===== src/rtl/decode_fwd_stage_if.sv =====
// Decode/forwarding stage bus: D-stage fields, register-file read port,
// forwarding sources from E/M/W, downstream control and the E-stage register.
interface decode_fwd_stage_if #(
    parameter int DATA_WID = 32,
    parameter int ADDR_WID = 4
);
    logic                D_valid;
    logic [3:0]          D_icode;
    logic [3:0]          D_ifun;
    logic [DATA_WID-1:0] D_valC;
    logic [DATA_WID-1:0] D_valP;
    logic [ADDR_WID-1:0] D_srcA;
    logic [ADDR_WID-1:0] D_srcB;
    logic [ADDR_WID-1:0] D_dstE;
    logic [ADDR_WID-1:0] D_dstM;

    logic [ADDR_WID-1:0] srcA;
    logic [ADDR_WID-1:0] srcB;
    logic [DATA_WID-1:0] rf_valA;
    logic [DATA_WID-1:0] rf_valB;

    logic [ADDR_WID-1:0] e_dstE;
    logic [DATA_WID-1:0] e_valE;
    logic [ADDR_WID-1:0] M_dstM;
    logic [DATA_WID-1:0] m_valM;
    logic [ADDR_WID-1:0] M_dstE;
    logic [DATA_WID-1:0] M_valE;
    logic [ADDR_WID-1:0] W_dstM;
    logic [DATA_WID-1:0] W_valM;
    logic [ADDR_WID-1:0] W_dstE;
    logic [DATA_WID-1:0] W_valE;

    logic                E_hold;
    logic                E_flush;
    logic                ld_use_stall;

    logic                E_valid;
    logic [3:0]          E_icode;
    logic [3:0]          E_ifun;
    logic [DATA_WID-1:0] E_valC;
    logic [DATA_WID-1:0] E_valA;
    logic [DATA_WID-1:0] E_valB;
    logic [ADDR_WID-1:0] E_dstE;
    logic [ADDR_WID-1:0] E_dstM;
    logic [ADDR_WID-1:0] E_srcA;
    logic [ADDR_WID-1:0] E_srcB;

    modport slave (
        input  D_valid, D_icode, D_ifun, D_valC, D_valP, D_srcA, D_srcB, D_dstE, D_dstM,
        output srcA, srcB,
        input  rf_valA, rf_valB,
        input  e_dstE, e_valE, M_dstM, m_valM, M_dstE, M_valE,
        input  W_dstM, W_valM, W_dstE, W_valE,
        input  E_hold, E_flush,
        output ld_use_stall,
        output E_valid, E_icode, E_ifun, E_valC, E_valA, E_valB,
        output E_dstE, E_dstM, E_srcA, E_srcB
    );

    modport master (
        output D_valid, D_icode, D_ifun, D_valC, D_valP, D_srcA, D_srcB, D_dstE, D_dstM,
        input  srcA, srcB,
        output rf_valA, rf_valB,
        output e_dstE, e_valE, M_dstM, m_valM, M_dstE, M_valE,
        output W_dstM, W_valM, W_dstE, W_valE,
        output E_hold, E_flush,
        input  ld_use_stall,
        input  E_valid, E_icode, E_ifun, E_valC, E_valA, E_valB,
        input  E_dstE, E_dstM, E_srcA, E_srcB
    );
endinterface


===== src/rtl/decode_fwd_stage.sv =====
// Decode stage: operand forwarding, load-use stall detection and the D->E register.
// Optional performance counters are built when DECODE_PERF_CNT_EN is defined.

// One operand's forwarding mux; fwdHit is set only when a pipeline stage supplied the value.
module decode_fwd_mux #(
    parameter int                  DATA_WID = 32,
    parameter int                  ADDR_WID = 4,
    parameter logic [ADDR_WID-1:0] RNONE    = 4'hF
) (
    input  logic                useValP,
    input  logic [DATA_WID-1:0] valP,
    input  logic [ADDR_WID-1:0] src,
    input  logic [DATA_WID-1:0] rfVal,
    input  logic [ADDR_WID-1:0] eDstE,
    input  logic [DATA_WID-1:0] eValE,
    input  logic [ADDR_WID-1:0] mDstM,
    input  logic [DATA_WID-1:0] mValM,
    input  logic [ADDR_WID-1:0] mDstE,
    input  logic [DATA_WID-1:0] mValE,
    input  logic [ADDR_WID-1:0] wDstM,
    input  logic [DATA_WID-1:0] wValM,
    input  logic [ADDR_WID-1:0] wDstE,
    input  logic [DATA_WID-1:0] wValE,
    output logic [DATA_WID-1:0] val,
    output logic                fwdHit
);
    // src is known not to be RNONE past the second branch, so a stage
    // whose dst is RNONE can never match below.
    always_comb begin
        val    = rfVal;
        fwdHit = 1'b0;
        if (useValP) begin
            val = valP;
        end else if (src == RNONE) begin
            val = '0;
        end else if (src == eDstE) begin
            val    = eValE;
            fwdHit = 1'b1;
        end else if (src == mDstM) begin
            val    = mValM;
            fwdHit = 1'b1;
        end else if (src == mDstE) begin
            val    = mValE;
            fwdHit = 1'b1;
        end else if (src == wDstM) begin
            val    = wValM;
            fwdHit = 1'b1;
        end else if (src == wDstE) begin
            val    = wValE;
            fwdHit = 1'b1;
        end
    end
endmodule

module decode_fwd_stage #(
    parameter int                  DATA_WID = 32,
    parameter int                  ADDR_WID = 4,
    parameter logic [ADDR_WID-1:0] RNONE    = 4'hF
) (
    input  logic                  CLK,
    input  logic                  RST,
    decode_fwd_stage_if.slave     bus
`ifdef DECODE_PERF_CNT_EN
    ,
    output logic [31:0]           ld_use_cnt,
    output logic [31:0]           fwd_cnt
`endif
);
    localparam int NUM_OPS = 2;

    localparam logic [3:0] I_NOP    = 4'h1;
    localparam logic [3:0] I_MRMOVL = 4'h5;
    localparam logic [3:0] I_JXX    = 4'h7;
    localparam logic [3:0] I_CALL   = 4'h8;
    localparam logic [3:0] I_POPL   = 4'hB;

    typedef struct packed {
        logic                valid;
        logic [3:0]          icode;
        logic [3:0]          ifun;
        logic [DATA_WID-1:0] valC;
        logic [DATA_WID-1:0] valA;
        logic [DATA_WID-1:0] valB;
        logic [ADDR_WID-1:0] dstE;
        logic [ADDR_WID-1:0] dstM;
        logic [ADDR_WID-1:0] srcA;
        logic [ADDR_WID-1:0] srcB;
    } eReg_t;

    function automatic eReg_t bubble();
        eReg_t b;
        b       = '0;
        b.icode = I_NOP;
        b.dstE  = RNONE;
        b.dstM  = RNONE;
        b.srcA  = RNONE;
        b.srcB  = RNONE;
        return b;
    endfunction

    eReg_t eReg;
    eReg_t dNext;

    logic [NUM_OPS-1:0][ADDR_WID-1:0] opSrc;
    logic [NUM_OPS-1:0][DATA_WID-1:0] opRf;
    logic [NUM_OPS-1:0][DATA_WID-1:0] opVal;
    logic [NUM_OPS-1:0]               opUseValP;
    logic [NUM_OPS-1:0]               opFwd;
    logic                             ldUse;

    assign bus.srcA = bus.D_srcA;
    assign bus.srcB = bus.D_srcB;

    // Index 0 is operand A (takes valP for CALL/JXX), index 1 is operand B.
    assign opSrc     = {bus.D_srcB, bus.D_srcA};
    assign opRf      = {bus.rf_valB, bus.rf_valA};
    assign opUseValP = {1'b0, (bus.D_icode == I_CALL) || (bus.D_icode == I_JXX)};

    for (genvar g = 0; g < NUM_OPS; g++) begin : gOp
        decode_fwd_mux #(
            .DATA_WID (DATA_WID),
            .ADDR_WID (ADDR_WID),
            .RNONE    (RNONE)
        ) uMux (
            .useValP (opUseValP[g]),
            .valP    (bus.D_valP),
            .src     (opSrc[g]),
            .rfVal   (opRf[g]),
            .eDstE   (bus.e_dstE),
            .eValE   (bus.e_valE),
            .mDstM   (bus.M_dstM),
            .mValM   (bus.m_valM),
            .mDstE   (bus.M_dstE),
            .mValE   (bus.M_valE),
            .wDstM   (bus.W_dstM),
            .wValM   (bus.W_valM),
            .wDstE   (bus.W_dstE),
            .wValE   (bus.W_valE),
            .val     (opVal[g]),
            .fwdHit  (opFwd[g])
        );
    end

    // Load in E whose result D needs now: the value only exists after the M stage.
    assign ldUse = bus.D_valid && eReg.valid &&
                   ((eReg.icode == I_MRMOVL) || (eReg.icode == I_POPL)) &&
                   (eReg.dstM != RNONE) &&
                   ((eReg.dstM == bus.D_srcA) || (eReg.dstM == bus.D_srcB));
    assign bus.ld_use_stall = ldUse;

    always_comb begin
        dNext       = '0;
        dNext.valid = bus.D_valid;
        dNext.icode = bus.D_icode;
        dNext.ifun  = bus.D_ifun;
        dNext.valC  = bus.D_valC;
        dNext.valA  = opVal[0];
        dNext.valB  = opVal[1];
        dNext.dstE  = bus.D_dstE;
        dNext.dstM  = bus.D_dstM;
        dNext.srcA  = bus.D_srcA;
        dNext.srcB  = bus.D_srcB;
    end

    always_ff @(posedge CLK) begin
        if (RST)
            eReg <= bubble();
        else if (bus.E_hold)
            eReg <= eReg;
        else if (bus.E_flush || ldUse)
            eReg <= bubble();
        else
            eReg <= dNext;
    end

    assign bus.E_valid = eReg.valid;
    assign bus.E_icode = eReg.icode;
    assign bus.E_ifun  = eReg.ifun;
    assign bus.E_valC  = eReg.valC;
    assign bus.E_valA  = eReg.valA;
    assign bus.E_valB  = eReg.valB;
    assign bus.E_dstE  = eReg.dstE;
    assign bus.E_dstM  = eReg.dstM;
    assign bus.E_srcA  = eReg.srcA;
    assign bus.E_srcB  = eReg.srcB;

`ifdef DECODE_PERF_CNT_EN
    // Stalls masked by E_hold are not counted: the bubble they request never lands.
    always_ff @(posedge CLK) begin
        if (RST) begin
            ld_use_cnt <= '0;
            fwd_cnt    <= '0;
        end else begin
            if (ldUse && !bus.E_hold && (ld_use_cnt != '1))
                ld_use_cnt <= ld_use_cnt + 32'd1;
            if (bus.D_valid && (|opFwd) && (fwd_cnt != '1))
                fwd_cnt <= fwd_cnt + 32'd1;
        end
    end
`endif
endmodule


===== src/flat_wrapper.sv =====
// flat-port wrapper written by rule: the top's interface ports become plain ports
module decode_fwd_stage_flat 
#(
    parameter int                  DATA_WID = 32,
    parameter int                  ADDR_WID = 4,
    parameter logic [ADDR_WID-1:0] RNONE    = 4'hF
)
  (CLK, RST, bus_D_valid, bus_D_icode, bus_D_ifun, bus_D_valC, bus_D_valP, bus_D_srcA, bus_D_srcB, bus_D_dstE, bus_D_dstM, bus_srcA, bus_srcB, bus_rf_valA, bus_rf_valB, bus_e_dstE, bus_e_valE, bus_M_dstM, bus_m_valM, bus_M_dstE, bus_M_valE, bus_W_dstM, bus_W_valM, bus_W_dstE, bus_W_valE, bus_E_hold, bus_E_flush, bus_ld_use_stall, bus_E_valid, bus_E_icode, bus_E_ifun, bus_E_valC, bus_E_valA, bus_E_valB, bus_E_dstE, bus_E_dstM, bus_E_srcA, bus_E_srcB);
  decode_fwd_stage_if #(.DATA_WID(DATA_WID), .ADDR_WID(ADDR_WID)) bus_i ();
  input  logic CLK;
  input  logic RST;
  input wire logic [$bits(bus_i.D_valid)-1:0] bus_D_valid;
  input wire logic [$bits(bus_i.D_icode)-1:0] bus_D_icode;
  input wire logic [$bits(bus_i.D_ifun)-1:0] bus_D_ifun;
  input wire logic [$bits(bus_i.D_valC)-1:0] bus_D_valC;
  input wire logic [$bits(bus_i.D_valP)-1:0] bus_D_valP;
  input wire logic [$bits(bus_i.D_srcA)-1:0] bus_D_srcA;
  input wire logic [$bits(bus_i.D_srcB)-1:0] bus_D_srcB;
  input wire logic [$bits(bus_i.D_dstE)-1:0] bus_D_dstE;
  input wire logic [$bits(bus_i.D_dstM)-1:0] bus_D_dstM;
  output wire logic [$bits(bus_i.srcA)-1:0] bus_srcA;
  output wire logic [$bits(bus_i.srcB)-1:0] bus_srcB;
  input wire logic [$bits(bus_i.rf_valA)-1:0] bus_rf_valA;
  input wire logic [$bits(bus_i.rf_valB)-1:0] bus_rf_valB;
  input wire logic [$bits(bus_i.e_dstE)-1:0] bus_e_dstE;
  input wire logic [$bits(bus_i.e_valE)-1:0] bus_e_valE;
  input wire logic [$bits(bus_i.M_dstM)-1:0] bus_M_dstM;
  input wire logic [$bits(bus_i.m_valM)-1:0] bus_m_valM;
  input wire logic [$bits(bus_i.M_dstE)-1:0] bus_M_dstE;
  input wire logic [$bits(bus_i.M_valE)-1:0] bus_M_valE;
  input wire logic [$bits(bus_i.W_dstM)-1:0] bus_W_dstM;
  input wire logic [$bits(bus_i.W_valM)-1:0] bus_W_valM;
  input wire logic [$bits(bus_i.W_dstE)-1:0] bus_W_dstE;
  input wire logic [$bits(bus_i.W_valE)-1:0] bus_W_valE;
  input wire logic [$bits(bus_i.E_hold)-1:0] bus_E_hold;
  input wire logic [$bits(bus_i.E_flush)-1:0] bus_E_flush;
  output wire logic [$bits(bus_i.ld_use_stall)-1:0] bus_ld_use_stall;
  output wire logic [$bits(bus_i.E_valid)-1:0] bus_E_valid;
  output wire logic [$bits(bus_i.E_icode)-1:0] bus_E_icode;
  output wire logic [$bits(bus_i.E_ifun)-1:0] bus_E_ifun;
  output wire logic [$bits(bus_i.E_valC)-1:0] bus_E_valC;
  output wire logic [$bits(bus_i.E_valA)-1:0] bus_E_valA;
  output wire logic [$bits(bus_i.E_valB)-1:0] bus_E_valB;
  output wire logic [$bits(bus_i.E_dstE)-1:0] bus_E_dstE;
  output wire logic [$bits(bus_i.E_dstM)-1:0] bus_E_dstM;
  output wire logic [$bits(bus_i.E_srcA)-1:0] bus_E_srcA;
  output wire logic [$bits(bus_i.E_srcB)-1:0] bus_E_srcB;
  assign bus_i.D_valid = bus_D_valid;
  assign bus_i.D_icode = bus_D_icode;
  assign bus_i.D_ifun = bus_D_ifun;
  assign bus_i.D_valC = bus_D_valC;
  assign bus_i.D_valP = bus_D_valP;
  assign bus_i.D_srcA = bus_D_srcA;
  assign bus_i.D_srcB = bus_D_srcB;
  assign bus_i.D_dstE = bus_D_dstE;
  assign bus_i.D_dstM = bus_D_dstM;
  assign bus_srcA = bus_i.srcA;
  assign bus_srcB = bus_i.srcB;
  assign bus_i.rf_valA = bus_rf_valA;
  assign bus_i.rf_valB = bus_rf_valB;
  assign bus_i.e_dstE = bus_e_dstE;
  assign bus_i.e_valE = bus_e_valE;
  assign bus_i.M_dstM = bus_M_dstM;
  assign bus_i.m_valM = bus_m_valM;
  assign bus_i.M_dstE = bus_M_dstE;
  assign bus_i.M_valE = bus_M_valE;
  assign bus_i.W_dstM = bus_W_dstM;
  assign bus_i.W_valM = bus_W_valM;
  assign bus_i.W_dstE = bus_W_dstE;
  assign bus_i.W_valE = bus_W_valE;
  assign bus_i.E_hold = bus_E_hold;
  assign bus_i.E_flush = bus_E_flush;
  assign bus_ld_use_stall = bus_i.ld_use_stall;
  assign bus_E_valid = bus_i.E_valid;
  assign bus_E_icode = bus_i.E_icode;
  assign bus_E_ifun = bus_i.E_ifun;
  assign bus_E_valC = bus_i.E_valC;
  assign bus_E_valA = bus_i.E_valA;
  assign bus_E_valB = bus_i.E_valB;
  assign bus_E_dstE = bus_i.E_dstE;
  assign bus_E_dstM = bus_i.E_dstM;
  assign bus_E_srcA = bus_i.E_srcA;
  assign bus_E_srcB = bus_i.E_srcB;
  decode_fwd_stage #(.DATA_WID(DATA_WID), .ADDR_WID(ADDR_WID), .RNONE(RNONE)) u_core (.CLK(CLK), .RST(RST), .bus(bus_i));
endmodule

===== config.mk =====
export PLATFORM = sky130hd
export DESIGN_NAME = decode_fwd_stage_flat
export DESIGN_NICKNAME = d
export VERILOG_FILES = /design/src/rtl/decode_fwd_stage_if.sv /design/src/rtl/decode_fwd_stage.sv /design/src/flat_wrapper.sv
export SDC_FILE = /design/constraint.sdc
export NUM_CORES = 1
export LEC_CHECK = 0
export ABC_AREA = 1
export BUFFER_PORTS_ARGS = -buffer_cell sky130_fd_sc_hd__buf_2
export CORE_AREA = 4 4 182 184
export CTS_CLUSTER_DIAMETER = 150
export CTS_CLUSTER_SIZE = 30
export DETAILED_ROUTE_END_ITERATION = 10
export DIE_AREA = 0 0 186 188
export PLACE_DENSITY_LB_ADDON = 0.12
export RECOVER_POWER = 50
export SKIP_CTS_REPAIR_TIMING = 1
export SYNTH_ARGS = -nofsm -noshare
export SYNTH_HDL_FRONTEND = slang
export SYNTH_SLANG_ARGS = --single-unit

===== constraint.sdc =====
create_clock -name CLK -period 1.4 [get_ports CLK]
set_input_delay 0.07 -clock CLK [delete_from_list [all_inputs] [get_ports CLK]]
set_output_delay 0.07 -clock CLK [all_outputs]
set_load 0.01 [all_outputs]

==> results.ini <==
[critical_path]
critPathMaxFanout = 4
critPathCapture = bus_ld_use_stall
reg2reg_slack_ns = -0.21
path_class = register to output port
crit_slowest_cell = dfxtp_4
required_ns = 1.33
crit_path_frequent_cell = buf_6
worst_path_largest_cell_delay_ns = 0.37
crit_chain = xnor2_1 -> nand4_1 -> o21ai_2 -> nand2_2 -> buf_6 -> inv_4 -> buf_6
arrival_ns = 1.56
startpoint = u_core.bus.E_dstM[3]
startpoint_type = register
path_buf_inv = 3
rr_worst_depth = 11
r2r-end = u_core.bus.E_valB[6]
critPathTopFamily = flip-flops
cp.depth = 7
endpoint_kind = output port
r2r_start = u_core.bus.E_dstM[3]

[timing]
max_freq_mhz = 613
rsz0062_at_grt = true
hold_ws_ns = -0.0244
fin_ws_ns = -0.230
skew_ns = 0.0109
worst_pin_slew_ns = 0.524
setup_viol = 120
fin_crit_ns = 1.63
post-route-period-util_pct = 116
drv_slew = 0
hold_viol_final = 13
relSlewSlack_pct = 64.9

[power_and_ir_drop]
p_leak_nw = 8.10
vdd_ir_drop_max_mv = 0.903
power_density_nw_per_um2 = 841

[layout]
fin_util_pct = 47.4
area_growth_pct = 45.5
final_nets = 2725
final_layout_size_suffix_gt1_share_pct = 28.5

[global_routing]
grt_overflow = 0
antenna_found_initial = 19
grt_pass1_wl_um = 72000
grt_pass1_vias = 12800
grt_max_degree = 65
track_usage_pct = 26.2

[run_status]
violations = hold timing, setup timing
status = finished with violations

[synth]
yosysUniqueCellTypes = 30
syn_area_um2 = 10200
seq_area_frac_synth_pct = 23.7
ys_ff_latch = 121
ys_warn_count = 0
syn_inst = 1880
syn_nets = 2217
avgSynthCellArea_um2 = 5.44

[route]
wl_per_cell_um = 17.4
via_per_inst = 4.76
antenna_left = 0
route.detailed.drc = 0
firstDrtPassIters = 5
drtIter0Drc = 793
drt-total-wl_um = 48800
route.vias.total = 13400

[clock_network]
cts.reportedPaths.clkPinSlew_ns = 0.07
cts_buffers = 17
clock_path_buffers = 2
clkSinkCount = 121
clk-insertion-delay-late_ns = 0.44
clockRootBuffer = clkbuf_16
cts-htree-levels = 4
cts_tree = yes

[placement]
dpl.hpwl_um = 37300
port_buffers = 466
gp_congestion = 0.873

[job]
max-cap-violations = 0

[min_path]
hp-class = input pin to register

[die]
initial_core_util_pct = 32.6
coreArea_um2 = 31400
placementRows = 65
die_h_um = 188
design.die.area_um2 = 35000
die_x_um = 186
ioPinCount = 467

==> worst min-delay path by stage <==
stage / startpoint / end / slack, ns / cells after the start
2_1_floorplan: bus_D_dstE[0] / u_core.bus.E_dstE[0] / 0.20 / 2
3_3_place_gp: bus_D_dstE[2] / u_core.bus.E_dstE[2] / 0.28 / 3
3_5_place_dp: bus_D_dstM[3] / u_core.bus.E_dstM[3] / 0.29 / 3
4_1_cts: bus_D_dstE[1] / u_core.bus.E_dstE[1] / -0.18 / 3
5_1_grt: bus_D_valP[9] / u_core.bus.E_valA[9] / 0.004 / 5
6_report: bus_D_valP[15] / u_core.bus.E_valA[15] / -0.02 / 5
==> layout by cell type, fill, tap and decap left out, drive strengths merged <==
| cell | Yosys | layout |
|---|---|---|
| a21oi | 105 | 105 |
| and3b | 1 | 1 |
| buf | 77 | 504 |
| bufinv | 0 | 2 |
| clkbuf | 54 | 78 |
| clkinv | 2 | 6 |
| clkinvlp | 0 | 2 |
| dfxtp | 121 | 121 |
| diode | 0 | 8 |
| dlygate4sd3 | 0 | 56 |
| inv | 339 | 345 |
| nand2 | 680 | 680 |
| nand3 | 259 | 259 |
| nand4 | 7 | 7 |
| nor2 | 79 | 79 |
| nor3 | 1 | 1 |
| o21ai | 98 | 98 |
| o22ai | 17 | 17 |
| o31ai | 1 | 1 |
| xnor2 | 23 | 23 |
| xor2 | 16 | 16 |
==> cells by family after synthesis <==
kind of cell              Yosys count  share of synthesized area [%]
xor gates and xnor gates           39                           3.63
buffers and inverters             472                           19.1
DFF                               121                           23.7
and+or+nand+nor                  1027                           42.0
AOI/OAI and AO/OA                 221                           11.6
==> synth_stat cells <==
master      n  area share (%)
a21oi_1    91             4.5
a21oi_2    14             1.2
and3b_1     1           0.086
buf_1       4            0.15
buf_2      51             2.5
buf_4      14             1.0
buf_6       8            0.88
clkbuf_1   54             2.0
clkinv_1    2           0.073
dfxtp_1   121              24
inv_1     295              11
inv_2      43             1.6
inv_4       1           0.061
nand2_1   675              25
nand2_2     4            0.24
nand2_4     1            0.11
nand3_1   259              13
nand4_1     5            0.31
nand4_2     1            0.12
nand4_4     1            0.21
nor2_1     71             2.6
nor2_4      8            0.88
nor3_1      1           0.049
o21ai_0    97             4.7
o21ai_1     1           0.049
o22ai_1    17             1.0
o31ai_2     1            0.12
xnor2_1    19             1.6
xnor2_2     4            0.64
xor2_1     16             1.4
==> report_power, final <==
group          internal, W  total, W  switching, W
clock network      0.00271   0.00465       0.00194
logic              0.00166   0.00415       0.00249
registers          0.00362   0.00372      0.000103
==> cell type report <==
| type | instances | area (um2) |
|---|---|---|
| Inverter | 341 | 1290 |
| Clock buffer | 18 | 439 |
| Sequential cell | 121 | 2440 |
| Antenna cell | 8 | 20.0 |
| Multi-Input combinational cell | 1287 | 6140 |
| Timing Repair Buffer | 620 | 3890 |
| Fill cell | 3426 | 16500 |
| Clock inverter | 14 | 161 |
| Tap cell | 402 | 503 |
==> metal layers <==
layer  GRT usage, %  vias up  part of all wire [%]
met5              0        -                  0.27
met4           8.63       20                   2.7
met3           6.58       87                   7.4
met2           45.0      470                    49
met1           31.9     6053                    41
li1               -     6747                     -
==> through the flow <==
| stage | instance area [um2] | power (W) | worst slack, ns | setup TNS (ns) | std cells |
|---|---|---|---|---|---|
| after floorplan | 10300 | 0.00603 | -0.0402 | -0.964 | 1880 |
| after global placement | 13400 | 0.00769 | -0.348 | -26.60 | 2712 |
| after detailed placement | 13400 | 0.00771 | -0.381 | -29.47 | 2712 |
| after CTS | 14000 | 0.0124 | -0.352 | -21.51 | 2744 |
| after global routing | 14900 | 0.0133 | -0.295 | -20.41 | 2809 |
| final | 14900 | 0.0125 | -0.230 | -11.80 | 2811 |
==> worst register-to-register path: stages, from the launching register on <==
cell and delay (ns):
dfxtp_4 0.37, xnor2_1 0.19, nand4_1 0.14, o21ai_2 0.08, nand2_2 0.09, nand2_4 0.09
inv_8 0.05, nand2_8 0.11, clkbuf_16 0.20, nor2_4 0.04, nand2_2 0.07, a21oi_2 0.05
(Power assumes the default switching activity.)
